## config.mk

```make
export PLATFORM = sky130hd
export DESIGN_NAME = serial_ripple_subtractor
export DESIGN_NICKNAME = d
export VERILOG_FILES = /design/src/rtl/serial_ripple_subtractor.sv
export SDC_FILE = /design/constraint.sdc
export NUM_CORES = 1
export LEC_CHECK = 0
export CORE_ASPECT_RATIO = 1.4
export CORE_MARGIN = 1
export CORE_UTILIZATION = 40
export DETAILED_ROUTE_END_ITERATION = 8
export PLACE_DENSITY = 0.68
export SYNTH_ARGS = -nofsm -noshare
export SYNTH_HDL_FRONTEND = slang
export SYNTH_SLANG_ARGS = --single-unit
```

## constraint.sdc

```tcl
create_clock -name clk -period 2.2 [get_ports clk]
set_input_delay 0.55 -clock clk [delete_from_list [all_inputs] [get_ports clk]]
set_output_delay 0.55 -clock clk [all_outputs]
set_load 0.02 [all_outputs]
```

## src/rtl/serial_ripple_subtractor.sv

```systemverilog
// serial_ripple_subtractor
//   Bit-serial subtractor: diff = a - b - bin (mod 2^WIDTH), LSB first,
//   one bit per clock, using a single borrow flip-flop.
//
//   Ports
//     clk        rising-edge clock
//     rst        asynchronous reset, active-high
//     in_valid   operands a, b, bin presented
//     in_ready   block is idle and can accept operands
//     a, b       minuend / subtrahend (WIDTH bits)
//     bin        borrow-in
//     out_valid  diff/bout hold a completed result
//     out_ready  consumer accepts the result
//     diff       a - b - bin modulo 2^WIDTH
//     bout       borrow-out (a < b + bin, unsigned)
//
//   Operation: IDLE accepts operands, SHIFT processes WIDTH bits, DONE
//   presents the result until out_ready. The result registers are separate
//   from the working shift register so the last result stays visible in
//   IDLE and during the next operation, until the next result lands.
module serial_ripple_subtractor #(
  parameter int WIDTH = 4,
  parameter int CW    = 3
) (
  input  logic             clk,
  input  logic             rst,
  input  logic             in_valid,
  output logic             in_ready,
  input  logic [WIDTH-1:0] a,
  input  logic [WIDTH-1:0] b,
  input  logic             bin,
  output logic             out_valid,
  input  logic             out_ready,
  output logic [WIDTH-1:0] diff,
  output logic             bout
);

  typedef enum logic [1:0] {
    IDLE  = 2'd0,
    SHIFT = 2'd1,
    DONE  = 2'd2
  } state_t;

  state_t           state_q, state_d;
  logic [WIDTH-1:0] a_q, a_d;
  logic [WIDTH-1:0] b_q, b_d;
  logic [WIDTH-1:0] sh_q, sh_d;
  logic [WIDTH-1:0] diff_q, diff_d;
  logic             borrow_q, borrow_d;
  logic             bout_q, bout_d;
  logic [CW-1:0]    cnt_q, cnt_d;

  // One-bit full subtractor on the current LSBs
  logic             x, y, r;
  logic             dbit, bnext;
  logic [WIDTH-1:0] sh_shift;

  always_comb begin
    x        = a_q[0];
    y        = b_q[0];
    r        = borrow_q;
    dbit     = x ^ y ^ r;
    bnext    = (~x & y) | (~(x ^ y) & r);
    // Shift right and insert the new bit at the MSB; written with shifts
    // rather than a slice so WIDTH = 1 stays legal.
    sh_shift = (sh_q >> 1) | (WIDTH'(dbit) << (WIDTH - 1));
  end

  always_comb begin
    state_d   = state_q;
    a_d       = a_q;
    b_d       = b_q;
    sh_d      = sh_q;
    diff_d    = diff_q;
    borrow_d  = borrow_q;
    bout_d    = bout_q;
    cnt_d     = cnt_q;
    in_ready  = 1'b0;
    out_valid = 1'b0;

    case (state_q)
      IDLE: begin
        in_ready = 1'b1;
        if (in_valid) begin
          a_d      = a;
          b_d      = b;
          borrow_d = bin;
          cnt_d    = '0;
          sh_d     = '0;
          state_d  = SHIFT;
        end
      end

      SHIFT: begin
        a_d      = a_q >> 1;
        b_d      = b_q >> 1;
        sh_d     = sh_shift;
        borrow_d = bnext;
        cnt_d    = cnt_q + CW'(1);
        // Last bit: publish the completed word and the final borrow
        if (cnt_q == CW'(WIDTH - 1)) begin
          diff_d  = sh_shift;
          bout_d  = bnext;
          state_d = DONE;
        end
      end

      DONE: begin
        out_valid = 1'b1;
        if (out_ready) begin
          state_d = IDLE;
        end
      end

      default: begin
        state_d = IDLE;
      end
    endcase
  end

  always_ff @(posedge clk or posedge rst) begin
    if (rst) begin
      state_q  <= IDLE;
      a_q      <= '0;
      b_q      <= '0;
      sh_q     <= '0;
      diff_q   <= '0;
      borrow_q <= 1'b0;
      bout_q   <= 1'b0;
      cnt_q    <= '0;
    end else begin
      state_q  <= state_d;
      a_q      <= a_d;
      b_q      <= b_d;
      sh_q     <= sh_d;
      diff_q   <= diff_d;
      borrow_q <= borrow_d;
      bout_q   <= bout_d;
      cnt_q    <= cnt_d;
    end
  end

  assign diff = diff_q;
  assign bout = bout_q;

endmodule

```

==> results of run 1 <==
what timing repair did:
item,CTS,global route
pin swaps,0,0
buffers inserted,0,0
setup endpoints to repair,1,2
resized for setup,1,2
synthesized netlist by cell type, drive strengths merged:
master	instances
nor2	5
o311ai	1
o21ai	1
nand2	1
o21bai	1
fa	1
nand2b	4
o2bb2ai	1
a211oi	1
buf	7
nor2b	3
dfrtp	22
a22o	5
nor4b	5
a222oi	2
nand4bb	1
inv	13
a221oi	4
nor3b	1
nand3b	1
a21oi	1
mux2	5
mux2i	1
ha	2
metrics by stage:
step / setup WS [ns] / std cells / util (%)
6_report: 0.3889 / 143 / 50.72
5_1_grt: 0.3112 / 143 / 50.72
4_1_cts: 0.02333 / 143 / 50.53
3_5_place_dp: 0.2578 / 140 / 49.52
3_3_place_gp: 0.3083 / 140 / 49.52
2_1_floorplan: 0.8022 / 89 / -
registers in the layout, summed over array words and instances (netlist names):
register and count:
borrow_q 1, sh_q 3, cnt_q 3, bout 1
a_q 4, state_q 2, diff 4, b_q 4
power by group through the flow:
stage	registers [mW]	logic, mW	clock network, mW
CTS	0.689	0.898	0.184
detailed placement	0.697	0.892	0
floorplan	0.725	0.636	0
global placement	0.691	0.859	0
global route	0.713	0.977	0.203
finish	0.687	0.879	0.179
logic make-up after synthesis:
logic type / synth area share [%]
simple gates: 14.81
mux: 6.085
buf+inv: 9.299
compound gates: 15.16
flops: 50.52
fa+ha+maj: 4.133
final cells by class:
cell class	count	area, µm²
fillers	251	1289
flip-flops and latches	22	550.5
multi-input cells	47	437.9
repair buffers	22	221.5
inverters	13	48.80
well taps	36	45.04
clock buffers	3	22.52
routing by layer:
| layer | GRT usage, % | vias up | share of wire (%) |
|---|---|---|---|
| met5 | 0 | - | 0 |
| met4 | 6.618 | 0 | 1.3 |
| met3 | 2.542 | 2 | 3.4 |
| met2 | 24.30 | 15 | 51 |
| met1 | 20.99 | 358 | 44 |
| li1 | - | 347 | - |
worst max path at each step:
stage                                 endpoint  cells past startpoint
after global placement      b_q[2]$_DFFE_PP0P_                      3
final                                  diff[1]                      1
after CTS                             in_ready                      2
after detailed placement  borrow_q$_DFFE_PP0P_                      3
after floorplan                       in_ready                      2
after global routing                   diff[1]                      1
==> out/summary.txt, run 1 <==
Worst-skew pair later-pin latency: 0.30 ns
Hold depth: 1
Gpl congestion: 0.7291
Sum Neg Setup Slack: 0 ns
IO Pins: 20
Yosys cell types: 29
Detailed Routing Iterations Pass 1: 4
Ant diodes: 0
Initial DRC count: 13
Min-delay worst type: reg -> reg
Main area contributors after synthesis: dfrtp_1 51%, inv_1 4.5%, mux2_1 4.1%
Overall routing resource usage: 15.66%
Reg2reg setup slack: 0.76 ns
Reg power frac: 39.4%
Area leader, netlist: dfrtp_1
Hold-fix buffers at CTS: 0
First-pass GRT wire length: 3291 µm
Drt drc: 0
Share of total power in combinational logic: 50.4%
CTS tree: yes
CTS H-Tree Depth: 1
Core Footprint: 0.002615 mm²
Largest net degree at the start of global routing: 23
Syn_area_per_cell: 12.24 µm²
Full die area: 0.002940 mm²
Hold Path End: diff[2]$_DFFE_PP0P_
Max_cap viols: 0
Clk slew on worst S/H paths: 0.11 ns
Post-synthesis sequential area ratio: 50.52%
Worst r2r src: state_q[0]$_DFFE_PP0P_
Antenna violations before repair: 0
Worst Path Max Fanout: 2
Most common cell after layout, fill and taps aside: dfrtp_1
Final hold slack: 0.5009 ns
Vias per cell: 5.049
Wirelength per Cell: 13.39 µm
Syn-to-layout area delta: 21.70%
Starting Density: 41.67%
Synthesized net count: 105
Setup Skew: 0.007199 ns
Total power draw: 1.744 mW
Status: finished clean
Longest Clk Path Bufs: 2
Crit Reg-Reg Endpoint: cnt_q[0]$_DFFE_PP0P_
Netlist Area Pre-Place: 0.001090 mm²
Total Nets Final: 125
Endpoints failing setup: 0
CP bufs+invs: 1
RSZ-0062 raised after global routing: no
Switching share of total power: 38.05%
CP peak stage delay: 0.60 ns
Maximum VDD drop: 0.5820 mV
CTS sink count: 22
Fin. Hold Viols: 0
Buffers added on ports: 19
Critical Path RT: 1.65 ns
Internal power: 1.081 mW
Slowest cell on the critical path: clkdlybuf4s50_1
Clk root buf: clkbuf_4
Chip width: 46.12 µm
Power density over the cells: 1315 mW/mm²
FF+latch count, synth: 22
Critical Path Source: diff[1]$_DFFE_PP0P_
Detail Route Antenna Nets: 0
Hold Startpoint: diff[2]$_DFFE_PP0P_
Placement Cell Area: 0.001295 mm²
Row Count: 22
R2R depth: 3
Warnings from Yosys: 0
Pleak: 0.6415 nW
Crit Path Class: reg -> out
Crit path time final: 1.811 ns
Finished Cell Area: 0.001326 mm²
P_sw: 0.6637 mW
Total wire length: 1915 µm
Max transition margin: 63.69%
Via count: 722
Fmax: 552.2 MHz
Post-DP HPWL: 1397 µm
Most frequent cells in the layout: 22 x dfrtp_1, 17 x clkdlybuf4s50_1, 13 x inv_1
DIE HEIGHT: 63.76 µm
Final period util: 82.32%
Clk pwr share: 10.2%
Fraction of layout cells with a size suffix above 1: 12.15%
Worst-Margin Slew: 0.5436 ns
Worst EP arrival: 1.26 ns
Worst setup SP type: flop
Number of global-route vias before repair: 729
Synth top area share: 50.52%
Total gr overflow: 0
Post-Syn Instances: 89
Cell family with most CP delay: buffers and inverters
CTS buffer count: 3
Worst path cell trace: clkdlybuf4s50_1
Crit end category: output port
Pins Over Slew Limit: 0
Power figures use the tool's default switching activity.
==> run 2, diff against run 1 <==
Settings changed: PLACE_DENSITY 0.68 to 0.7.
Clock period 2.2 ns to 1.6 ns, I/O delays scaled along.
==> run 2 against run 1 <==
Critical path depth grew 2. Non-clock buffer count grew 4. Via count grew 1.7%. Worst hold slack lost 0.083 ns. Combinational power grew 34%. Count of clock-buffer cells in the layout is the same. Utilization grew 0.19 points. Sequential power grew 38%. Global-route usage grew 0.13 points. Final cell count grew 2.8%. Routed wire length grew 2.0%. Critical endpoint is now out_valid. Largest power group unchanged.
==> out/summary.txt, run 2 (synthesized netlist as in run 1, its figures left out) <==
Detail Route Antenna Nets: 0
Syn-to-layout area delta: 22.16%
Fraction of layout cells with a size suffix above 1: 17.12%
Max_cap viols: 0
CTS buffer count: 3
Endpoints failing setup: 0
Core Footprint: 0.002615 mm²
Worst Path Max Fanout: 4
Worst EP arrival: 1.10 ns
Buffers added on ports: 19
Chip width: 46.12 µm
Clk slew on worst S/H paths: 0.11 ns
Setup Skew: 0.0004821 ns
Largest net degree at the start of global routing: 23
Most common cell after layout, fill and taps aside: dfrtp_1
IO Pins: 20
Pins Over Slew Limit: 0
Total Nets Final: 129
CTS sink count: 22
Crit path time final: 1.495 ns
Final period util: 93.46%
Number of global-route vias before repair: 803
CTS H-Tree Depth: 1
Worst setup SP type: flop
Slowest cell on the critical path: dfrtp_1
Total gr overflow: 0
Most frequent cells in the layout: 22 x dfrtp_1, 13 x inv_1, 12 x clkdlybuf4s50_1
Overall routing resource usage: 15.78%
Status: finished clean
Gpl congestion: 0.7213
Drt drc: 0
Worst-Margin Slew: 0.6014 ns
Pleak: 0.6467 nW
Max transition margin: 59.82%
Post-CTS Resized: 12
Worst path cell trace: nand2b_1 -> inv_1 -> buf_2
Vias per cell: 4.993
Maximum VDD drop: 0.5856 mV
Final setup margin: 0.1046 ns
Post-DP HPWL: 1449 µm
Row Count: 22
Postcts setup bufs: 0
Total wire length: 1953 µm
Clk root buf: clkbuf_4
Critical Path RT: 1.20 ns
Worst slack, placed: -0.007512 ns
Hold-fix buffers at CTS: 0
Initial DRC count: 23
Final hold slack: 0.4182 ns
CP peak stage delay: 0.43 ns
First-pass GRT wire length: 3387 µm
Post-layout util: 50.91%
Longest Clk Path Bufs: 2
CTS tree: yes
Total power draw: 2.378 mW
CP bufs+invs: 2
Min-delay worst type: in -> async
Detailed Routing Iterations Pass 1: 4
Fmax: 668.7 MHz
Power density over the cells: 1786 mW/mm²
Fin. Hold Viols: 0
Antenna violations before repair: 0
Worst-skew pair later-pin latency: 0.30 ns
Cell family with most CP delay: flip-flops
Wirelength per Cell: 13.29 µm
Ant diodes: 0
Crit end category: output port
Fillers: 247
RSZ-0062 raised after global routing: no
Crit Path Class: reg -> out
Starting Density: 41.67%
Full die area: 0.002940 mm²
Via count: 734
DIE HEIGHT: 63.76 µm
## run 2: through the flow
step / TNS (ns) / instance area (µm²) / std cells
after floorplan: 0 / 1090 / 89
after global placement: 0 / 1325 / 144
after detailed placement: -0.009724 / 1325 / 144
after CTS: 0 / 1338 / 147
after global routing: 0 / 1331 / 147
final: 0 / 1331 / 147
## run 2: final timing paths
check | from | endpoint | slack (ns) | cells past startpoint
worst max-delay path | state_q[0]$_DFFE_PP0P_ | out_valid | 0.10 | 3
worst min-delay path | rst | sh_q[2]$_DFFE_PP0P_ | 0.42 | 3
worst max register to register | state_q[1]$_DFFE_PP0P_ | cnt_q[0]$_DFFE_PP0P_ | 0.17 | 3
worst min register to register | sh_q[1]$_DFFE_PP0P_ | diff[0]$_DFFE_PP0P_ | 0.50 | 1
max in group asynchronous | rst | a_q[0]$_DFFE_PP0P_ | 0.96 | 3
min in group clk | sh_q[1]$_DFFE_PP0P_ | diff[0]$_DFFE_PP0P_ | 0.50 | 1
## run 2: final cells by class
type	count	area (µm²)	area share, %
flip-flops and latches	22	550.5	41.35
well taps	36	45.04	3.383
repair buffers	26	226.5	17.01
inverters	13	48.80	3.665
multi-input cells	47	437.9	32.89
clock buffers	3	22.52	1.692
## run 2: per-layer routing
metal  GRT usage, %  wire length, µm  vias up
met5              0                0        -
met4          9.559               28        0
met3          2.542               54        2
met2          26.76             1035       17
met1          17.33              834      359
li1               -                -      356
## run 2: power breakdown
group	switching, mW	total (mW)	internal, mW
Sequential	0.136	0.949	0.813
Combinational	0.621	1.18	0.563
Clock	0.158	0.245	0.0877
## run 2: worst min-delay path, cell delays in order
cell	delay, ns
clkdlybuf4s50_1	0.39
inv_1	0.05
buf_4	0.28
==> run 3, diff against run 2 <==
Settings changed: MAX_ROUTING_LAYER from default to met4.
==> results of run 3 <==
No change in the layout: final DEF, timing and power equal those of run 2.
Main changes from that run: final weighted congestion in routability-driven placement 0.7213 -> 0.7298; overall routing resource usage 15.78% -> 16.19%; violation count after the first detailed-route iteration 23 -> 24
